$ cat config.mk
export PLATFORM = sky130hd
export DESIGN_NAME = ram_access_ctrl
export DESIGN_NICKNAME = d
export VERILOG_FILES = /design/src/rtl/ram_access_ctrl.sv
export SDC_FILE = /design/constraint.sdc
export NUM_CORES = 1
export LEC_CHECK = 0
export CAP_MARGIN = 15
export CORE_MARGIN = 1.5
export CORE_UTILIZATION = 52
export DETAILED_ROUTE_END_ITERATION = 7
export PLACE_DENSITY = 0.84
export SYNTH_ARGS = -nofsm -noshare
export SYNTH_HDL_FRONTEND = slang
export SYNTH_SLANG_ARGS = --single-unit
$ cat constraint.sdc
create_clock -name clock -period 4.9 [get_ports clock]
set_clock_uncertainty 0.2 [all_clocks]
set_input_delay 0.49 -clock clock [delete_from_list [all_inputs] [get_ports clock]]
set_output_delay 0.49 -clock clock [all_outputs]
set_load 0.1 [all_outputs]
$ cat src/rtl/ram_access_ctrl.sv
// Sequencer for a 16x4 synchronous RAM: single-word write, full clear and full
// scan with streamed read-back and a running sum of the scanned words.
module ram_access_ctrl #(
   parameter int ADDR_W = 4,
   parameter int DATA_W = 4,
   parameter int DEPTH  = 16,
   parameter int SUM_W  = 8
) (
   input  logic              clock,
   input  logic              resetn,
   input  logic              clr_req,
   input  logic              wr_req,
   input  logic [ADDR_W-1:0] wr_addr,
   input  logic [DATA_W-1:0] wr_data,
   input  logic              scan_req,
   input  logic [DATA_W-1:0] ram_q,
   output logic [DATA_W-1:0] ram_data,
   output logic [ADDR_W-1:0] ram_addr,
   output logic              ram_we,
   output logic              busy,
   output logic              rd_valid,
   output logic [ADDR_W-1:0] rd_addr,
   output logic [DATA_W-1:0] rd_data,
   output logic [SUM_W-1:0]  sum,
   output logic              done
);

   typedef enum logic [2:0] {IDLE, WRITE, CLEAR, SCAN, DRAIN} state_t;

   localparam logic [ADDR_W-1:0] LAST_ADDR   = ADDR_W'(DEPTH - 1);
   localparam logic [ADDR_W-1:0] PENULT_ADDR = ADDR_W'(DEPTH - 2);

   state_t            state;
   logic              drain_last;
   logic              vld_p1;
   logic [ADDR_W-1:0] addr_p1;

   function automatic logic [SUM_W-1:0] acc_add(input logic [SUM_W-1:0] acc,
                                                input logic [DATA_W-1:0] word);
      return acc + SUM_W'(word);
   endfunction

   // Stage p1: address that was presented to the RAM one cycle earlier
   always_ff @(posedge clock) begin
      addr_p1 <= ram_addr;
   end

   always_ff @(posedge clock or negedge resetn) begin
      if (!resetn) begin
         state      <= IDLE;
         drain_last <= 1'b0;
         vld_p1     <= 1'b0;
         ram_data   <= '0;
         ram_addr   <= '0;
         ram_we     <= 1'b0;
         busy       <= 1'b0;
         rd_valid   <= 1'b0;
         rd_addr    <= '0;
         rd_data    <= '0;
         sum        <= '0;
         done       <= 1'b0;
      end else begin
         // Output stage: ram_q now carries the word addressed two cycles ago
         vld_p1   <= (state == SCAN);
         rd_valid <= vld_p1;
         if (vld_p1) begin
            rd_addr <= addr_p1;
            rd_data <= ram_q;
            sum     <= acc_add(sum, ram_q);
         end
         done <= 1'b0;

         case (state)
            IDLE: begin
               if (clr_req) begin
                  state    <= CLEAR;
                  busy     <= 1'b1;
                  ram_we   <= 1'b1;
                  ram_addr <= '0;
                  ram_data <= '0;
               end else if (wr_req) begin
                  state    <= WRITE;
                  busy     <= 1'b1;
                  ram_we   <= 1'b1;
                  ram_addr <= wr_addr;
                  ram_data <= wr_data;
               end else if (scan_req) begin
                  state    <= SCAN;
                  busy     <= 1'b1;
                  ram_we   <= 1'b0;
                  ram_addr <= '0;
                  sum      <= '0;
               end
            end
            WRITE: begin
               state  <= IDLE;
               busy   <= 1'b0;
               ram_we <= 1'b0;
            end
            CLEAR: begin
               if (ram_addr == LAST_ADDR) begin
                  state  <= IDLE;
                  busy   <= 1'b0;
                  ram_we <= 1'b0;
               end else begin
                  ram_addr <= ram_addr + 1'b1;
                  done     <= (ram_addr == PENULT_ADDR);
               end
            end
            SCAN: begin
               // Hold the last address rather than wrapping back to 0
               if (ram_addr == LAST_ADDR) begin
                  state      <= DRAIN;
                  drain_last <= 1'b0;
               end else begin
                  ram_addr <= ram_addr + 1'b1;
               end
            end
            DRAIN: begin
               if (!drain_last) begin
                  drain_last <= 1'b1;
                  done       <= 1'b1;
               end else begin
                  state <= IDLE;
                  busy  <= 1'b0;
               end
            end
            default: state <= IDLE;
         endcase
      end
   end

endmodule
==> run_summary.xml <==
<?xml version="1.0" encoding="UTF-8"?>
<metrics>
  <group name="drt">
    <metric name="vias_per_instance" unit="">5.76</metric>
    <metric name="drt_wl_total" unit="um">3700</metric>
    <metric name="avgRoutedWirePerCell" unit="um">14.2</metric>
    <metric name="first_iter_violations" unit="">78</metric>
    <metric name="routed_vias" unit="">1504</metric>
    <metric name="route.detailed.drc" unit="">0</metric>
    <metric name="drt.antenna.violating_nets" unit="">0</metric>
    <metric name="firstDrtPassIters" unit="">4</metric>
  </group>
  <group name="timing">
    <metric name="grt_setup_unrepaired" unit="">false</metric>
    <metric name="setup_viol_count_final" unit="">0</metric>
    <metric name="max_freq" unit="MHz">371</metric>
    <metric name="final-max-slew-violation-count" unit="">0</metric>
    <metric name="slew-limit-headroom" unit="">0.340</metric>
    <metric name="finalHoldViolations" unit="">0</metric>
    <metric name="worst-slew-pin-transition" unit="ps">988</metric>
    <metric name="fin_crit_sh" unit="">0.550</metric>
    <metric name="setup_tns" unit="ps">0</metric>
    <metric name="final.min_clock_period" unit="ps">2700</metric>
  </group>
  <group name="placed_design">
    <metric name="buffers_added_on_ports" unit="">44</metric>
    <metric name="detailedPlacementHpwl" unit="um">2720</metric>
    <metric name="finalWeightedCongestion" unit="">0.897</metric>
  </group>
  <group name="clocking">
    <metric name="cts_repair_resize_count" unit="">0</metric>
    <metric name="clock-sinks" unit="">37</metric>
    <metric name="clkSlewWorstSetupHoldPaths" unit="ps">110</metric>
    <metric name="cts_root_buf" unit="">sky130_fd_sc_hd__clkbuf_4</metric>
    <metric name="cts_hold_buffers" unit="">0</metric>
    <metric name="cts.htree.levels" unit="">2</metric>
    <metric name="cts.repair_timing.setup_buffer_count" unit="">0</metric>
    <metric name="cts_tree" unit="">done</metric>
    <metric name="cts_inserted_buffers" unit="">5</metric>
    <metric name="clock_path_buffers" unit="">2</metric>
    <metric name="insertion_delay" unit="ps">340</metric>
  </group>
  <group name="synthesis">
    <metric name="yosys.cell_count.top_type" unit="">sky130_fd_sc_hd__dfrtp_1</metric>
    <metric name="synth_top_area_cell" unit="">sky130_fd_sc_hd__dfrtp_1</metric>
    <metric name="synth.cells.most_frequent" unit="">33 x sky130_fd_sc_hd__dfrtp_1, 18 x sky130_fd_sc_hd__a21oi_1, 13 x sky130_fd_sc_hd__nor2_1</metric>
    <metric name="postSynthNetCount" unit="">195</metric>
    <metric name="fraction_of_registers_with_async_set_or_reset_after_synthesis" unit="">0.892</metric>
    <metric name="ys_types" unit="">38</metric>
    <metric name="synth_area_per_cell" unit="sq um">10.4</metric>
    <metric name="synth.yosys.warnings" unit="">0</metric>
    <metric name="synth_seq_area_share" unit="">0.510</metric>
    <metric name="ys.flop_type" unit="">sky130_fd_sc_hd__dfrtp_1</metric>
    <metric name="synth_enable_flop_cells" unit="">0</metric>
    <metric name="synth.top_cell.area_share" unit="">0.465</metric>
    <metric name="synth_seq_cells" unit="">37</metric>
    <metric name="synthCells" unit="">171</metric>
    <metric name="synthesis.area" unit="sq um">1780</metric>
    <metric name="ys_top_cells_by_area" unit="">sky130_fd_sc_hd__dfrtp_1 46%, sky130_fd_sc_hd__mux2_2 5.7%, sky130_fd_sc_hd__a21oi_1 5.1%</metric>
  </group>
  <group name="global_routing">
    <metric name="global_route.usage.total" unit="">0.214</metric>
    <metric name="wire_length_of_the_first_global_routing_pass" unit="um">5870</metric>
    <metric name="grt_start_max_net_pins" unit="">34</metric>
    <metric name="grt_pass1_vias" unit="">1343</metric>
    <metric name="grt_antenna_before_repair" unit="">0</metric>
    <metric name="globalRouteOverflowTotal" unit="">0</metric>
  </group>
  <group name="worst_setup_path">
    <metric name="timing.critical_path.slowest_stage_cell" unit="">sky130_fd_sc_hd__clkdlybuf4s50_1</metric>
    <metric name="worst-endpoint-required" unit="ps">4210</metric>
    <metric name="worstPathBufferInverterCount" unit="">1</metric>
    <metric name="arrival" unit="ps">2000</metric>
    <metric name="worst_path_largest_cell_delay" unit="ps">1180</metric>
    <metric name="critPathKind" unit="">reg -&gt; out</metric>
    <metric name="reg2reg_slack" unit="ps">2870</metric>
    <metric name="critical_path.cell_chain" unit="">clkdlybuf4s50_1</metric>
    <metric name="crit_path_max_fanout" unit="">7</metric>
    <metric name="cp-end-kind" unit="">output pin</metric>
    <metric name="ff2ff_path_depth" unit="">6</metric>
    <metric name="startpoint_type" unit="">flop</metric>
    <metric name="critical_path.reg2reg.startpoint" unit="">sum[0]</metric>
    <metric name="critical-path-top-delay-family" unit="">buffers and inverters</metric>
    <metric name="worst_r2r_endpoint" unit="">sum[6]</metric>
  </group>
  <group name="die">
    <metric name="dieWidth" unit="um">61.5</metric>
    <metric name="initial_utilization" unit="">0.537</metric>
    <metric name="floorplan.io_pins" unit="">45</metric>
    <metric name="core.rowCount" unit="">21</metric>
    <metric name="dieArea" unit="sq um">3780</metric>
    <metric name="core-area" unit="sq um">3310</metric>
    <metric name="chipHeight" unit="um">61.5</metric>
  </group>
  <group name="layout">
    <metric name="drive_gt1_frac" unit="">0.102</metric>
    <metric name="num_antenna_cells" unit="">0</metric>
    <metric name="filler_cells" unit="">280</metric>
    <metric name="ff_latch_area" unit="sq um">906</metric>
    <metric name="layout.nets" unit="">238</metric>
    <metric name="multiInputGateArea" unit="sq um">785</metric>
    <metric name="layout-area-overhead-vs-synth" unit="%">29.0</metric>
  </group>
  <group name="outcome">
    <metric name="outcome" unit="">completed</metric>
  </group>
  <group name="hold_path">
    <metric name="hold_end" unit="">rd_addr[2]</metric>
    <metric name="worst_hold_path_type" unit="">reg -&gt; reg</metric>
    <metric name="min-delay-start" unit="">addr_p1[2]</metric>
    <metric name="hold-path-cell-count" unit="">1</metric>
  </group>
  <group name="run">
    <metric name="cap_viol_max_count" unit="">0</metric>
  </group>
</metrics>
layout make-up:
class	instances	share of cell area
clock buffers	7	0.0284
clock inverters	1	0.00218
inverters	7	0.0115
multi-input cells	118	0.342
flip-flops and latches	37	0.395
well taps	46	0.0251
repair buffers	45	0.195
placed cells by master (no fill, tap or decap):
master	Yosys	final
sky130_fd_sc_hd__clkdlybuf4s50_1	0	44
sky130_fd_sc_hd__dfrtp_1	33	33
sky130_fd_sc_hd__a21oi_1	18	18
sky130_fd_sc_hd__nor2_1	13	13
sky130_fd_sc_hd__o21ai_0	12	12
sky130_fd_sc_hd__mux2_2	9	9
sky130_fd_sc_hd__nand2_1	8	8
sky130_fd_sc_hd__inv_1	7	7
sky130_fd_sc_hd__nor3_1	6	6
sky130_fd_sc_hd__ha_1	6	6
sky130_fd_sc_hd__nand3_1	5	5
sky130_fd_sc_hd__clkbuf_4	0	5
sky130_fd_sc_hd__and3_1	4	4
sky130_fd_sc_hd__o22ai_1	4	4
sky130_fd_sc_hd__dfxtp_1	4	4
sky130_fd_sc_hd__nand2b_1	3	3
sky130_fd_sc_hd__xnor2_1	3	3
sky130_fd_sc_hd__mux2i_1	3	3
sky130_fd_sc_hd__o31ai_1	3	3
sky130_fd_sc_hd__a211oi_1	2	2
sky130_fd_sc_hd__or3_1	2	2
sky130_fd_sc_hd__a21o_1	2	2
sky130_fd_sc_hd__and3_2	2	2
sky130_fd_sc_hd__clkbuf_8	0	2
sky130_fd_sc_hd__nor3_4	1	1
sky130_fd_sc_hd__nand4_1	1	1
sky130_fd_sc_hd__o21bai_1	1	1
sky130_fd_sc_hd__nand3b_1	1	1
sky130_fd_sc_hd__o41ai_1	1	1
sky130_fd_sc_hd__nor2b_2	1	1
sky130_fd_sc_hd__or2_1	1	1
sky130_fd_sc_hd__nor2b_1	1	1
sky130_fd_sc_hd__and2_1	1	1
sky130_fd_sc_hd__o32ai_1	1	1
sky130_fd_sc_hd__a32oi_1	1	1
sky130_fd_sc_hd__a22oi_1	1	1
sky130_fd_sc_hd__fa_1	1	1
sky130_fd_sc_hd__clkinv_2	0	1
sky130_fd_sc_hd__buf_4	2	1
layer usage:
metal	vias to the layer above	wire, um	GRT usage
met2	69	1820	0.356
met5	-	0	0
met4	0	78	0.112
li1	695	-	-
met3	9	228	0.0609
met1	731	1570	0.252
stage by stage:
step           instances  worst slack [ps]   util  instance area (sq um)  hold slack [ps]
2_1_floorplan        171              2500      -                   1780            -5.59
3_5_place_dp         253              2350  0.671                   2220              249
5_1_grt              261              2140  0.692                   2290              297
6_report             261              2210  0.692                   2290              282
4_1_cts              261              2210  0.692                   2290              278
3_3_place_gp         253              2390  0.671                   2220              242
worst max-delay path by stage:
| stage | from | end | slack, ps | cells after the start |
|---|---|---|---|---|
| 4_1_cts | ram_addr[2] | ram_addr[2] | 2210 | 1 |
| 6_report | ram_addr[3] | ram_addr[3] | 2210 | 1 |
| 3_5_place_dp | ram_q[0] | sum[6] | 2350 | 7 |
| 2_1_floorplan | sum[0] | sum[6] | 2500 | 6 |
| 5_1_grt | ram_addr[2] | ram_addr[2] | 2140 | 1 |
| 3_3_place_gp | ram_q[0] | sum[6] | 2390 | 7 |
state kept, by name, summed over array words and instances, names as in the netlist:
register    flops
sum             8
state           3
ram_we          1
drain_last      1
addr_p1         4
rd_data         4
ram_addr        4
ram_data        4
done            1
busy            1
rd_valid        1
vld_p1          1
rd_addr         4
logic make-up after synthesis:
group / share of synthesized area
and+or+nand+nor: 0.148
AOI/OAI and AO/OA: 0.151
DFF: 0.510
buffers and inverters: 0.0486
muxes: 0.0739
adders and majority gates: 0.0535
xor gates and xnor gates: 0.0148
Power is not shown: default switching activity piles up to over one toggle a cycle in this logic, so the estimate is an artifact.
==> RTL change 1 (config.mk and constraints unchanged) <==
Reset style: synchronous (`resetn`), changed in one clocked block.
--- a/src/rtl/ram_access_ctrl.sv
+++ b/src/rtl/ram_access_ctrl.sv
@@ -45,7 +45,7 @@
       addr_p1 <= ram_addr;
    end
 
-   always_ff @(posedge clock or negedge resetn) begin
+   always_ff @(posedge clock) begin
       if (!resetn) begin
          state      <= IDLE;
          drain_last <= 1'b0;
Check against the original RTL: differs if resetn is asserted again (counterexample within 4 cycles, from zero or initial values and one cycle with resetn low); with resetn held inactive, the same outputs for 10 cycles.
==> RTL change 1 against the unedited design <==
Routed wire length up 1.9%; fmax shrank 0.26%; sequential share of layout area fell by 5.5 points; sequential cell count unchanged; non-clock buffer count decreased by 1; area after synthesis shrank 5.8%; worst setup slack got worse by 0.0070 ns; design area shrank 5.0%.
Power is left out: it rests on default switching activity, and per cell area and clock period it moved more than threefold.
==> RTL change 1: results (changes against the unedited design) <==
Setup path:
- The highest net fanout along the worst path is 7 (unchanged).
- The endpoint of the worst setup timing path is ram_addr[0].
- For this run, the slowest stage of the critical path takes 1.19 ns.
- On the critical path, the stage with the largest delay is an instance of clkdlybuf4s50_1.
- In this run the critical register-to-register path is captured at ram_we.
- The worst-case reg-to-reg path depth is 5 (-1).
- The kind of cell with the highest combined delay along the critical path is buffers and inverters.
- In this run the critical register-to-register path is launched from ram_addr[0].
- The arrival time reported for the critical path endpoint is roughly 2 ns.
- The most critical setup path has its startpoint at ram_addr[0].
- The register-to-register setup slack is 2.85 ns (-0.02 ns).

Drt:
- The DRC marker count from the first detailed-route iteration is 75 (-3.8%).
- The total via count after detailed routing is 1456 (-3.2%).
- The number of iterations in the first detailed-routing pass is 4 (unchanged).
- The detailed-route wire length per cell is 14.4 um (+1.5%).

Clock network:
- The number of buffers inserted during clock tree synthesis is 5 (unchanged).
- The quantity of gates resized following cts is 0 (unchanged).
- The maximum level of the CTS H-tree was 2 (unchanged).
- The setup fix buffers added after clock tree synthesis is 0 (unchanged).
- The maximum count of clock buffers along a single path is 2 (unchanged).
- The clock root buffer master is clkbuf_4.
- The insertion delay to the later sink of the worst-skew pair is approximately 0.35 ns.
- The total of hold buffers inserted after clock tree synthesis is 0 (unchanged).
- After clock tree synthesis, the clock-pin slew on the worst setup and hold paths is ~0.10 ns.

Synthesis:
- The portion of the post-synthesis area used by sequential elements came to 44.3% (-6.7 points).
- The commonest cells after synthesis are dfxtp_1 (37), nor2b_1 (17), nor2_1 (13), mux2i_1 (12), nand2_1 (9).
- The proportion of register bits with asynchronous set or reset after synthesis is 0% (-89 points).
- The number of distinct library cells after synthesis came to 42 (+11%).
- By area the synthesized netlist is led by dfxtp_1 (44%), mux2i_1 (7.2%), nor2b_1 (6.4%).
- The post-synthesis net count is 198 (+1.5%).
- The total number of yosys warnings was 0 (unchanged).

GRT:
- The number of global-route vias before repair was 1379 (+2.7%).
- The first-pass GRT wire length is 6050 um (+3.2%).
- The pin count of the biggest net entering global routing was 27 (-21%).
- The number of antenna violations at the first check in global routing is 0 (unchanged).
- The global routing usage summed across all routing layers is 23.3% (+1.9 points).

Placement:
- The instance area at placement is 0.00213 mm^2 (-3.9%).
- The total of buffers placed on input and output ports is 44 (unchanged).
- The final weighted congestion in routability-driven placement is 0.870 (-3.0%).
- The total half-perimeter wirelength after legalization and detailed placement is 2810 um (+3.3%).

Final layout:
- The fill cell instance count of the final layout came to 261 (-6.8%).
- The ratio of cells with drive above 1 in the final layout was 7.34% (-2.9 points).
- The largest register by flop count is sum.
- The flip-flop count of the largest register, all copies and words added is 8 (unchanged).
- The layout net count is 243 (+2.1%).
- The number of inserted diodes was 0 (unchanged).

Timing:
- The post-route setup TNS is 0 ns (unchanged).
- The worst slew margin relative to its limit is 34.1% (+0.19 points).

Status:
- The run finished with clean final reports.

Job:
- The number of violations of the max-capacitance limit came to 0 (unchanged).

Hold path:
- The tightest min-delay check is of the flip-flop to flip-flop type.
RTL change 1: per-layer routing:
layer | up-vias | global-route usage [%] | part of all wire, %
met5 | - | 0 | 0
met4 | 0 | 12.1 | 1.7
met3 | 9 | 6.06 | 5.7
met2 | 54 | 41.5 | 53
met1 | 688 | 25.2 | 40
li1 | 705 | - | -
RTL change 1: worst min path at each step:
stage	from	depth (start not counted)	end
2_1_floorplan	addr_p1[0]	2	rd_addr[0]
3_3_place_gp	ram_addr[1]	0	addr_p1[1]
6_report	ram_addr[1]	0	addr_p1[1]
5_1_grt	ram_addr[2]	0	addr_p1[2]
3_5_place_dp	ram_addr[2]	0	addr_p1[2]
4_1_cts	ram_addr[1]	0	addr_p1[1]
RTL change 1: stage by stage:
step | hold WS, ns | instances | setup slack [ns]
2_1_floorplan | 0.263 | 174 | 2.49
3_5_place_dp | 0.225 | 256 | 2.32
3_3_place_gp | 0.228 | 256 | 2.38
5_1_grt | 0.258 | 262 | 2.14
4_1_cts | 0.245 | 262 | 2.19
6_report | 0.246 | 262 | 2.20
RTL change 1: final cells by class:
| cell class | count | area [um^2] | area share (%) |
|---|---|---|---|
| Tap cell | 44 | 55.1 | 2.53 |
| Clock buffer | 5 | 37.5 | 1.72 |
| Sequential cell | 37 | 741 | 34.0 |
| Inverter | 3 | 11.3 | 0.517 |
| Multi-Input combinational cell | 128 | 887 | 40.7 |
| Timing Repair Buffer | 44 | 440 | 20.2 |
| Clock inverter | 1 | 5.00 | 0.230 |
RTL change 1: cell families (layout without fill, tap and decap cells):
logic type / Yosys count / in the layout / share of synthesized area (%)
simple gates: 71 / 71 / 23.8
flops: 37 / 37 / 44.3
compound gates: 34 / 34 / 14.3
mux: 12 / 12 / 7.18
buf+inv: 9 / 53 / 2.69
fa+ha+maj: 7 / 7 / 5.68
xor+xnor: 4 / 4 / 2.09
==> RTL change 2 (same flow settings) <==
Without the edit above. Change the parameter `ADDR_W` from 4 to 5.
--- a/src/rtl/ram_access_ctrl.sv
+++ b/src/rtl/ram_access_ctrl.sv
@@ -1,7 +1,7 @@
 // Sequencer for a 16x4 synchronous RAM: single-word write, full clear and full
 // scan with streamed read-back and a running sum of the scanned words.
 module ram_access_ctrl #(
-   parameter int ADDR_W = 4,
+   parameter int ADDR_W = 5,
    parameter int DATA_W = 4,
    parameter int DEPTH  = 16,
    parameter int SUM_W  = 8
Ports: changed (resized ram_addr, rd_addr and wr_addr); port bits go from 45 to 48. The function was not compared with the original's and may differ.
==> RTL change 2 against the unedited design <==
Design area increased by 6.3%; area after synthesis grew 6.3%; routed wire length up 9.7%; die area rose by 6.0%; fmax is 0.23% lower; sequential cell count increased by 3; global-route usage grew 1.4 points; core utilization grew 2.1 points; worst setup slack worse by 0.0061 ns; highest routed layer unchanged.
Power is left out: the tool's default activity adds up to more than one toggle a clock period on the data nets, which glitch-free logic cannot reach.
==> RTL change 2: results (changes against the unedited design) <==
Synthesis:
- The synthesized-area fraction occupied by xor and xnor cells was 0.927% (-0.55 points).
- The proportion of register bits with asynchronous set or reset after synthesis is 87.5% (-1.7 points).
- The post-synthesis mux area share came to 7.22% (-0.18 points).
- The number of distinct library cells after synthesis is 42 (+11%).
- The share of the synthesized area in the top cell type came to 46.4% (-0.12 points).
- The post-synthesis sequential element count is 40 (+8.1%).
- The portion of the post-synthesis area used by sequential elements is 51.7% (+0.67 points).
- Ranked by instance count, the synthesized netlist is headed by dfrtp_1 (35), a21oi_1 (20), nor2_1 (14), o21ai_0 (10).
- The area fraction in compound gates after synthesis was 17.5% (+2.4 points).
- The post-synthesis net count is 206 (+5.6%).
- Sorting the synthesized cells by area gives the leading types as dfrtp_1 (46%), mux2_2 (5.4%), a21oi_1 (5.3%).

Placement:
- The total of buffers placed on input and output ports is 47 (+6.8%).
- The final weighted congestion in routability-driven placement is 0.823 (-8.3%).
- The total half-perimeter wirelength after legalization and detailed placement is 2990 um (+9.9%).

GRT:
- The number of global-route vias before repair was 1534 (+14%).
- The first-pass GRT wire length is 6900 um (+18%).
- The pin count of the biggest net entering global routing came to 36 (+5.9%).
- The global routing usage summed across all routing layers is 22.8% (+1.4 points).

Setup path:
- The longest individual stage delay on the worst path is 1.18 ns (about the same).
- The critical register-to-register path startpoint is ram_addr[0].
- The worst-case reg-to-reg path depth is 7 (+1).
- The register-to-register setup slack is 2.53 ns (-0.34 ns).
- The highest net fanout along the worst path is 5 (-2).
- The startpoint of the most critical setup path is sum[4].
- In this run the critical register-to-register path is captured at ram_addr[2].
- The endpoint of the worst setup timing path is sum[4].

Final layout:
- The sequential fraction of total cell area came to 40.1% (+0.54 points).
- The ratio of cells with drive above 1 in the final layout was 8.81% (-1.4 points).
- The layout buffer count excluding clock buffers was 48 (+6.7%).
- The number of clock-tree buffers in the layout is 8 (+1).
- The fill cell instance count of the final layout is 261 (-6.8%).
- The relative area of clock buffers and inverters in the final design is 2.41% (-0.64 points).
- The buffer share of cell area was 19.6% (+0.078 points).
- The layout net count is 252 (+5.9%).

Drt:
- The DRC marker count from the first detailed-route iteration is 123 (+58%).
- The total via count after detailed routing is 1556 (+3.5%).
- The detailed-route wire length per cell was 14.9 um (+4.9%).

Clock network:
- The quantity of gates resized following cts was 0 (unchanged).

Hold path:
- The hold path startpoint is ram_addr[4].

Timing:
- The worst slew margin relative to its limit was 34.4% (+0.45 points).

Status:
- The flow ran to the end, and the final reports show no timing, DRC or antenna violations.
RTL change 2: cell types whose count changed after synthesis, sizes merged, moves of 3 or more:
cell | before | now
a211o | 0 | 4
nand3 | 5 | 2
nor3 | 7 | 4
o21ai | 12 | 15
o31ai | 3 | 0
RTL change 2: routing by layer:
metal,vias up,global-route usage (%),wire length [um]
met5,-,0,0
met4,0,11.1,95
met3,7,7.86,301
met2,69,39.0,2050
met1,739,25.3,1610
li1,741,-,-
RTL change 2: stage by stage:
| stage | setup WS [ns] | hold slack [ns] | instances | instance area, um^2 |
|---|---|---|---|---|
| floorplan | 2.17 | -0.00559 | 180 | 1890 |
| global placement | 2.47 | 0.224 | 265 | 2380 |
| detailed placement | 2.40 | 0.247 | 265 | 2380 |
| CTS | 2.18 | 0.272 | 273 | 2440 |
| global route | 2.16 | 0.288 | 273 | 2440 |
| finish | 2.20 | 0.263 | 273 | 2440 |
